File: src/rtl/rr_interval_unit.sv
// R-R interval extractor: validates successive R-peak addresses, keeps an 8-beat mean and
// presents each accepted interval through a valid/ready record. Optional macro: RR_IRREGULAR_EN.
module rr_interval_unit #(
    parameter int RR_MIN = 72,
    parameter int RR_W   = 32
) (
    input  logic            clock_iht,
    input  logic            reset_n,
    input  logic [RR_W-1:0] addr_R_peak,
    output logic [RR_W-1:0] rr_interval,
    output logic [RR_W-1:0] rr_avg,
    output logic            rr_valid,
    input  logic            rr_ready,
    output logic [15:0]     beat_count,
    output logic            rr_irregular,
    output logic            overflow
);

    typedef enum logic [1:0] {IDLE, REF, ARMED} state_t;

    state_t          state_q, state_d;
    logic [RR_W-1:0] addr_q;
    logic [RR_W-1:0] last_peak;
    logic [RR_W-1:0] slots [8];
    logic [2:0]      ptr;
    logic [RR_W+2:0] sum, sum_next;
    logic            evt, accept, irr_d;
    logic [RR_W-1:0] rr;

    logic            vld_p0;
    logic [RR_W-1:0] rr_p0;
    logic [RR_W-1:0] avg_p0;
    logic            irr_p0;

    function automatic logic [15:0] sat_inc16(input logic [15:0] c);
        return (c == 16'hFFFF) ? c : c + 16'd1;
    endfunction

`ifdef RR_IRREGULAR_EN
    function automatic logic deviates(input logic [RR_W-1:0] x, input logic [RR_W-1:0] avg);
        logic [RR_W-1:0] d;
        d = (x > avg) ? x - avg : avg - x;
        return d > (avg >> 2);
    endfunction

    assign irr_d = (state_q == ARMED) && deviates(rr, sum[RR_W+2:3]);
`else
    assign irr_d = 1'b0;
`endif

    // Modular subtraction gives the forward distance across address wrap-around.
    assign rr  = addr_R_peak - last_peak;
    assign evt = (addr_R_peak != addr_q);

    always_comb begin
        state_d  = state_q;
        accept   = 1'b0;
        sum_next = sum;
        case (state_q)
            IDLE: begin
                if (evt) state_d = REF;
            end
            REF: begin
                if (evt && (rr >= RR_W'(RR_MIN))) begin
                    accept   = 1'b1;
                    state_d  = ARMED;
                    sum_next = {rr, 3'b000};
                end
            end
            ARMED: begin
                if (evt && (rr >= RR_W'(RR_MIN))) begin
                    accept   = 1'b1;
                    sum_next = sum - {3'b000, slots[ptr]} + {3'b000, rr};
                end
            end
            default: state_d = IDLE;
        endcase
    end

    always_ff @(posedge clock_iht) begin
        if (!reset_n) state_q <= IDLE;
        else          state_q <= state_d;
    end

    // Stage p0: event qualification, last-peak and averager update
    always_ff @(posedge clock_iht) begin
        if (!reset_n) begin
            addr_q    <= '0;
            last_peak <= '0;
            sum       <= '0;
            ptr       <= '0;
            for (int i = 0; i < 8; i++) slots[i] <= '0;
            vld_p0    <= 1'b0;
            rr_p0     <= '0;
            avg_p0    <= '0;
            irr_p0    <= 1'b0;
        end else begin
            addr_q <= addr_R_peak;
            vld_p0 <= accept;
            if (state_q == IDLE && evt) last_peak <= addr_R_peak;
            if (accept) begin
                last_peak <= addr_R_peak;
                sum       <= sum_next;
                rr_p0     <= rr;
                avg_p0    <= sum_next[RR_W+2:3];
                irr_p0    <= irr_d;
                if (state_q == REF) begin
                    for (int i = 0; i < 8; i++) slots[i] <= rr;
                    ptr <= '0;
                end else begin
                    slots[ptr] <= rr;
                    ptr        <= ptr + 3'd1;
                end
            end
        end
    end

    // Stage p1: output record and handshake
    always_ff @(posedge clock_iht) begin
        if (!reset_n) begin
            rr_interval  <= '0;
            rr_avg       <= '0;
            rr_irregular <= 1'b0;
            rr_valid     <= 1'b0;
            beat_count   <= '0;
            overflow     <= 1'b0;
        end else if (vld_p0) begin
            rr_interval  <= rr_p0;
            rr_avg       <= avg_p0;
            rr_irregular <= irr_p0;
            rr_valid     <= 1'b1;
            beat_count   <= sat_inc16(beat_count);
            if (rr_valid && !rr_ready) overflow <= 1'b1;
        end else if (rr_ready) begin
            rr_valid <= 1'b0;
        end
    end

endmodule
File: config.mk
export PLATFORM = sky130hd
export DESIGN_NAME = rr_interval_unit
export DESIGN_NICKNAME = d
export VERILOG_FILES = /design/src/rtl/rr_interval_unit.sv
export SDC_FILE = /design/constraint.sdc
export NUM_CORES = 1
export LEC_CHECK = 0
export CAP_MARGIN = 20
export CORE_UTILIZATION = 37
export DETAILED_ROUTE_END_ITERATION = 12
export PLACE_DENSITY = 0.55
export SLEW_MARGIN = 20
export SYNTH_ARGS = -nofsm -noshare
export SYNTH_HDL_FRONTEND = slang
export SYNTH_SLANG_ARGS = --single-unit
File: constraint.sdc
create_clock -name clock_iht -period 7.66 [get_ports clock_iht]
set_input_delay 1.532 -clock clock_iht [delete_from_list [all_inputs] [get_ports clock_iht]]
set_output_delay 1.532 -clock clock_iht [all_outputs]
set_load 0.05 [all_outputs]
After elaboration in Yosys (flattened, before gate mapping)
Memory sizes are Yosys's and may differ from the RTL's. A register that Yosys moved wholly into a read port is not among the register bits.
Cells that the tools add are included.

word-level totals
  memory bits (writable) = 256
  memories kept = 1
  input bits = 35
  bits in registers = 219

memories
  memory  depth  bits a word  rd ports  clocked after memory_dff  wr ports  line  text
  slots   8      32           1         1                         8         24    logic [RR_W-1:0] slots [8];

operators by class
  equal/unequal tests = 7
  add/sub/neg operators = 5
  reductions and logical operators = 14
  mux-type cells = 35
  bitwise gates (word level) = 10
  magnitude comparators = 1

operators with widths
  operator                 number
  $mux W32                 11
  $mux W35                 2
  $pmux W35 S2             1
  $add A35 B32 Y35         1
  $sub A35 B32 Y35         1
  $ge A32 B7 Y1 const B    1
  $ne A32 B32 Y1           1
  $reduce_or A32 Y1        1
  $sub A32 B32 Y32         1
  $add A16 B1 Y16 const B  1
  $eq A16 B16 Y1 const B   1
  $mux W1                  14
  $mux W3                  4
  $or A1 B1 Y1             8
  $ne A2 B2 Y1 const B     3
  $pmux W2 S3              1
  $reduce_bool A2 Y1       3
  $mux W2                  2
  $reduce_and A2 Y1        2
  $reduce_and A4 Y1        1
  $add A3 B1 Y3 const B    1
  $logic_and A1 B1 Y1      3
  $reduce_and A3 Y1        1
  $eq A2 B1 Y1 const B     1
  5 further kinds          6

Depth between registers and ports, before layout
  depth in word-level cells = 10
  depth in mapped cells = 25
  gate-level depth less buffers = 24

Worst setup path before layout
No wires, ideal clock.

  kind = input to register
  from = in addr_R_peak[0]
  to = mem slots[3][0], enable pin
  stages = 17
  library setup time = 0.466 ns
  arrival = 6.765 ns
  required time = 7.194 ns
  setup slack = 0.430 ns
  cells stage by stage = inv_1 > ha_1 > inv_1 > fa_1 > a21o_1 > a221oi_1 > nor3_1 > nor3b_1 > a211oi_1 > or2_2 > a31oi_1 > o22ai_1 > a21o_1 > buf_4 > buf_6 > buf_2 > o21ai_0

RTL lines
  item                line  text
  start: declaration  9     input logic [RR_W-1:0] addr_R_peak,
  end: declaration    24

Worst setup path in the final report
  from = in addr_R_peak[4]
  to = reg sum[34]

between the ends
  word-level cells in the longest chain between the ends = 6
  elaborated cells on any way between the ends = 13

RTL lines
  item                                line    text
  $sub A32 B32 Y32                    52      assign rr = addr_R_peak - last_peak;
  $ge A32 B7 Y1                       64, 71
  $logic_and A1 B1 Y1                 64, 71
  $mux W1                             64, 71
  $mux W1                             -
  $reduce_and A4 Y1 (no source line)  -
  end signal: assignment              103     sum <= sum_next;
  end: declaration                    26      logic [RR_W+2:0] sum, sum_next;

Parallel ways exist; a longest one is shown, timed or not. The select of a mux whose other input is x is not followed.
A chain may end at the register's enable or synchronous reset.

==> metrics <==
Slew headroom=30.9%; DRC viols=0; CTS tree=built; ys flop type=edfxtp_1; Die Wd=256 um; HPWL Detailed=50,500 um; Netlist cell types=77; minimum clock period=6.90 ns; RSZ-0062 raised after global routing=false; vias=17.7k; period utilisation layout=90.0%; GPL Wtd Cong=0.917; Port-buffer cells=116; syn nets=2,388; Post-synth EDFFs=256; Synth Instances=2,249; Critical Path RT=8.22 ns; hold path start=rr_p0[1]; drt initial violations=1,750; type of the worst setup path=in -> reg; Lkg Pwr=10.5 nW; most common cell after layout, fill and taps aside=nor2_1; crit path max fanout=6; Chip Height=256 um; clock sink count=478; I/O pin total=118; RR Startpoint=last_peak[4]; Layout Area Growth over Synthesis=16.8%; largest cells by area after synthesis=edfxtp_1 32%, dfxtp_1 19%, mux4_2 6.0%; crit-path leading delay family=compound AO/OA/AOI/OAI gates; global-route wire length before repair=113,000 um; final WL=74,500 um; Avg WL per Cell=23.0 um; placed cell count=3,138; fill cell count=6,059; synth warn=0; Total GRT Usage=22.8%; root buf cell=clkbuf_16; Slew Limit Fails=0; max incr delay on CP=0.60 ns; Avg Vias per Cell=5.48; PwrDens=410 nW/um2; crit path capture type=register; Antenna Cells=0; max_cap viols=0; f_max=0.145 GHz; initial antenna violation count=1; Cell Rows=92; peak supply drop=183 uV; Yosys reg bits=478; post-synth top area share=32.1%; nets=2,484; vias in the first global route=17.7k; Post-Layout Cell Count=3,233; TritonRoute pass-1 iters=7; Hold Worst Slack=0.459 ns; post-CTS setup repair buffer count=0; most frequent cells in the layout=380 x nor2_1, 256 x edfxtp_1, 218 x dfxtp_1; Resized Gates After CTS=0; Worst-Margin Slew=1.03 ns; clock latency on the worst-skew pair=0.63 ns; final setup violation count=0; Overflow after GRT=0; cell taking the most area after synthesis=edfxtp_1; Hold Path Stages=2; Initial Util=37.7%; Core Box Area=63,500 um2; clk slew on worst S/H paths=0.06 ns; setup slack, reg-to-reg=1.82 ns; setup TNS=0 ns; CP cell instances=clkdlybuf4s50_1, ha_1, a21o_1, or3_1, o211ai_1, o211ai_1, a2111oi_0, nor3b_2, fa_1, inv_1, ha_1, or3_1, a211oi_1, o21ai_0, a22oi_1, a211oi_1, o41ai_1, o311ai_0, a21oi_1, a21oi_1, nor2_1; H-tree depth=2; CP Depth=21; r2r endpoint=sum[34]; largest net degree at the start of global routing=97; sequential element share of the synthesized area=50.6%; antenna-violating nets left=0; Post-synth ARST share=0%; Buf/Inv on CP=2; CTS Buf Count=51; Final Skew=0.0232 ns; clock buffer depth=3; Hold Path Class=reg -> reg; WP data arrival=7.46 ns; slowest CP cell=a2111oi_0; share of cells above drive strength 1=11.8%; Startpoint Class=input pin; status=complete, no violations; Syn Area/Cell=10.7 um2; Post-CTS Hold Buffers=0; mapped cell area=24,000 um2; Register-to-Register Path Depth=21; final hold vios=0; WHS Endpoint=rr_p0[1]; die area=65,800 um2
==> final cells by class <==
class | instances | area (um2) | share of cell area [%]
sequential | 478 | 12100 | 43.4
multi-input combinational | 1500 | 10800 | 38.7
timing repair buffer | 192 | 1870 | 6.67
clock buffer | 75 | 1460 | 5.22
tap | 846 | 1060 | 3.78
inverter | 122 | 463 | 1.65
clock inverter | 20 | 171 | 0.613
==> worst reg2reg max path: stages (launching register included) <==
cell and delay [ns]:
dfxtp_1 0.33, inv_1 0.06, ha_1 0.35, a21o_1 0.26, or3_1 0.32, o211ai_1 0.34, o211ai_1 0.31, a2111oi_0 0.60
nor3b_2 0.19, fa_1 0.57, inv_1 0.06, ha_1 0.25, or3_1 0.39, a211oi_1 0.23, o21ai_0 0.16, a22oi_1 0.29
a211oi_1 0.17, o41ai_1 0.32, o311ai_0 0.19, a21oi_1 0.20, a21oi_1 0.10, nor2_1 0.11
==> cells by family (layout without fill, tap and decap cells) <==
family	count (synthesis)	after routing	synth area share [%]
AO/OA/AOI/OAI	427	427	11.3
XOR/XNOR	96	96	3.57
adder cells (fa/ha/maj)	104	104	6.46
buffers and inverters	271	409	4.60
flip-flops	478	478	50.6
multiplexers	163	163	10.2
other	1	1	0.0156
AND/OR/NAND/NOR	709	709	13.2
==> cell usage after synthesis, drive strengths merged (34+ instances only) <==
library cell / number
a21o: 34
a21oi: 142
and2: 39
buf: 60
clkbuf: 89
dfxtp: 222
edfxtp: 256
ha: 71
inv: 120
mux2i: 82
mux4: 64
nand2: 93
nand3: 78
nor2: 380
o21ai: 91
xnor2: 67
==> where the power goes <==
group | switching, mW | leakage [nW] | internal (mW) | total [mW]
Clock | 1.08 | 0.804 | 1.37 | 2.45
Combinational | 3.34 | 5.22 | 2.14 | 5.48
Sequential | 0.292 | 4.49 | 3.24 | 3.53
==> through the flow <==
stage | power, mW | worst slack, ns | util, % | cell area, um2
6_report | 11.5 | 0.764 | 44.0 | 28000
3_3_place_gp | 8.98 | 0.359 | 41.5 | 26400
2_1_floorplan | 7.30 | 0.430 | - | 24000
3_5_place_dp | 9.02 | 0.222 | 41.5 | 26400
4_1_cts | 11.5 | 0.844 | 44.0 | 28000
5_1_grt | 12.2 | 0.338 | 44.0 | 28000
==> per-layer routing <==
metal	track usage, %	part of all wire (%)	routed length, um
met1	33.0	46	34600
met5	0	0	0
met3	3.48	6.0	4490
met4	4.88	1.9	1420
met2	35.8	46	34000
==> worst max path at each step <==
stage / start / endpoint / slack [ns]
after global routing: addr_R_peak[14] / sum[34] / 0.34
final: addr_R_peak[4] / sum[34] / 0.76
after global placement: addr_R_peak[0] / sum[33] / 0.36
after floorplan: addr_R_peak[0] / slots[3][0] / 0.43
after detailed placement: addr_R_peak[4] / sum[34] / 0.22
after CTS: addr_R_peak[4] / sum[34] / 0.84
==> registers in the layout (all words and copies together), names as in the netlist, 3 cells and up, named ones only <==
register and flops:
slots 256, sum 35, addr_q 32, last_peak 32, rr_avg 32, rr_interval 32
rr_p0 32, beat_count 16, ptr 3
Power figures use the tool's default switching activity.
==> variant (same settings) <==
Set the parameter `RR_W` to 48 (it was 32).
--- a/src/rtl/rr_interval_unit.sv
+++ b/src/rtl/rr_interval_unit.sv
@@ -4,3 +4,3 @@
     parameter int RR_MIN = 72,
-    parameter int RR_W   = 32
+    parameter int RR_W   = 48
 ) (
Interface: changed (resized addr_R_peak, rr_avg and rr_interval); port bits go from 118 to 166. The function was not compared with the original's and may differ.
==> variant against the unedited design <==
  * Maximum frequency fell by 4.2%
  * Global-route usage fell by 0.39 points
  * Routed wire length rose by 49%
  * Sequential cell count rose by 224
  * Synthesized cell count rose by 51%
  * Total power rose by 58%
  * Design area rose by 54%
  * Worst setup slack got worse by 300 ps
  * Via count rose by 50%
  * Area after synthesis rose by 50%
  * Worst hold slack got worse by 3.9 ps
  * Critical path type unchanged
  * Largest cell class unchanged
==> variant: results (changes against the unedited design) <==
Run status
The run finished with clean final reports.

Place
The weighted congestion reported at the end of routability-driven placement came to 0.9390 (+2.4%). The post-placement cell area is 40,310 um^2 (+53%). The count of input and output buffers was 164 (+41%). The post-DP HPWL is 78,650 um (+56%). The worst setup slack after placement is -147.0 ps (-368.8 ps).

Yosys
The synthesized area divided by synthesized cell count is 10.59 um^2 (-0.56%). The count of different cell masters after synthesis was 101 (+31%). The post-synthesis sequential area ratio is 49.76% (-0.87 points). The xor and xnor area share after synthesis was 3.576% (+0.0043 points). The flip-flop and latch count after synthesis is 702 (+47%). The share of synthesized cell area in full adder, half adder and majority cells is 6.310% (-0.15 points).

Clock tree
The number of H-tree levels is 3 (+1). The number of CTS-inserted buffers is 81 (+59%).

Critical path
The critical path arrival came to 7730 ps (+270 ps). The largest fanout on the critical path was 4 (-2). The master of the slowest instance on the critical path is sky130_fd_sc_hd__or4_4.

Cells and area
The final-layout clock buffer total is 112 (+49%). The layout cell share with drive strength beyond 1 was 14.99% (+3.2 points). The fraction of area in multi-input gates was 37.99% (-0.68 points).

The final-stage net count is 3,832 (+54%). The share of cell area taken by flip-flops and latches is 41.64% (-1.7 points). The buffering overhead is 8.413% (+1.7 points). The buffer count excluding the clock tree in the final layout is 381 (+98%).

The share of final layout cell area taken by clock buffers and inverters is 6.261% (+0.43 points). The multi-input combinational cell count is 2,235 (+49%). The summed area of non-filler cells in the final layout is 43,010 um^2 (+54%).

The antenna diode count was 1 (+1). The count of inverters not on the clock network in the layout was 228 (+87%). In the final layout, the registers with the most flip-flops are slots: 384 flops, sum: 51 flops.

Route
The average wire per standard cell is 22.33 um (-3.1%). The starting DRC count in detailed routing was 2,689 (+54%). The number of detailed-route iterations in the first pass is 6 (-1).

The final routed wirelength across all metal layers is 110,800 um (+49%). The met2 routed wirelength came to 48,290 um (+42%). The per-cell via count in the routed design is 5.375 (-1.9%).

Power
The cell-internal power is 10,830 uW (+60%). The leakage dissipation is 0.01685 uW (+60%). The logic gate share of total power is 49.8% (+2.0 points).

Global route
The largest net degree at the start of global routing is 121 (+25%). The all-layer global routing usage came to 22.38% (-0.39 points). The number of global-route vias before repair is 25.52k (+44%). The wire length of the first global-routing pass is 164,900 um (+46%).
-- variant: metal layers --
metal | track usage [%] | vias to the layer above
li1 | - | 12520
met1 | 32.53 | 12960
met2 | 33.61 | 1031
met3 | 4.644 | 147
met4 | 6.120 | 0
met5 | 0 | -
-- variant: cell families (layout without fill, tap and decap cells) --
family / Yosys count / count (layout)
compound gates: 620 / 620
mux: 297 / 297
fa+ha+maj: 152 / 152
simple gates: 1028 / 1028
xor+xnor: 137 / 137
flops: 702 / 702
buf+inv: 458 / 758
other cells: 1 / 2
-- variant: path summary, 6_finish.rpt --
check / to / startpoint / slack [ps] / cells past startpoint
setup / recovery: sum[50] / addr_R_peak[0] / 460 / 25
hold / removal: last_peak[12] / last_peak[12] / 450 / 2
setup reg to reg: sum[50] / last_peak[4] / 1580 / 22
hold reg to reg: last_peak[12] / last_peak[12] / 450 / 2
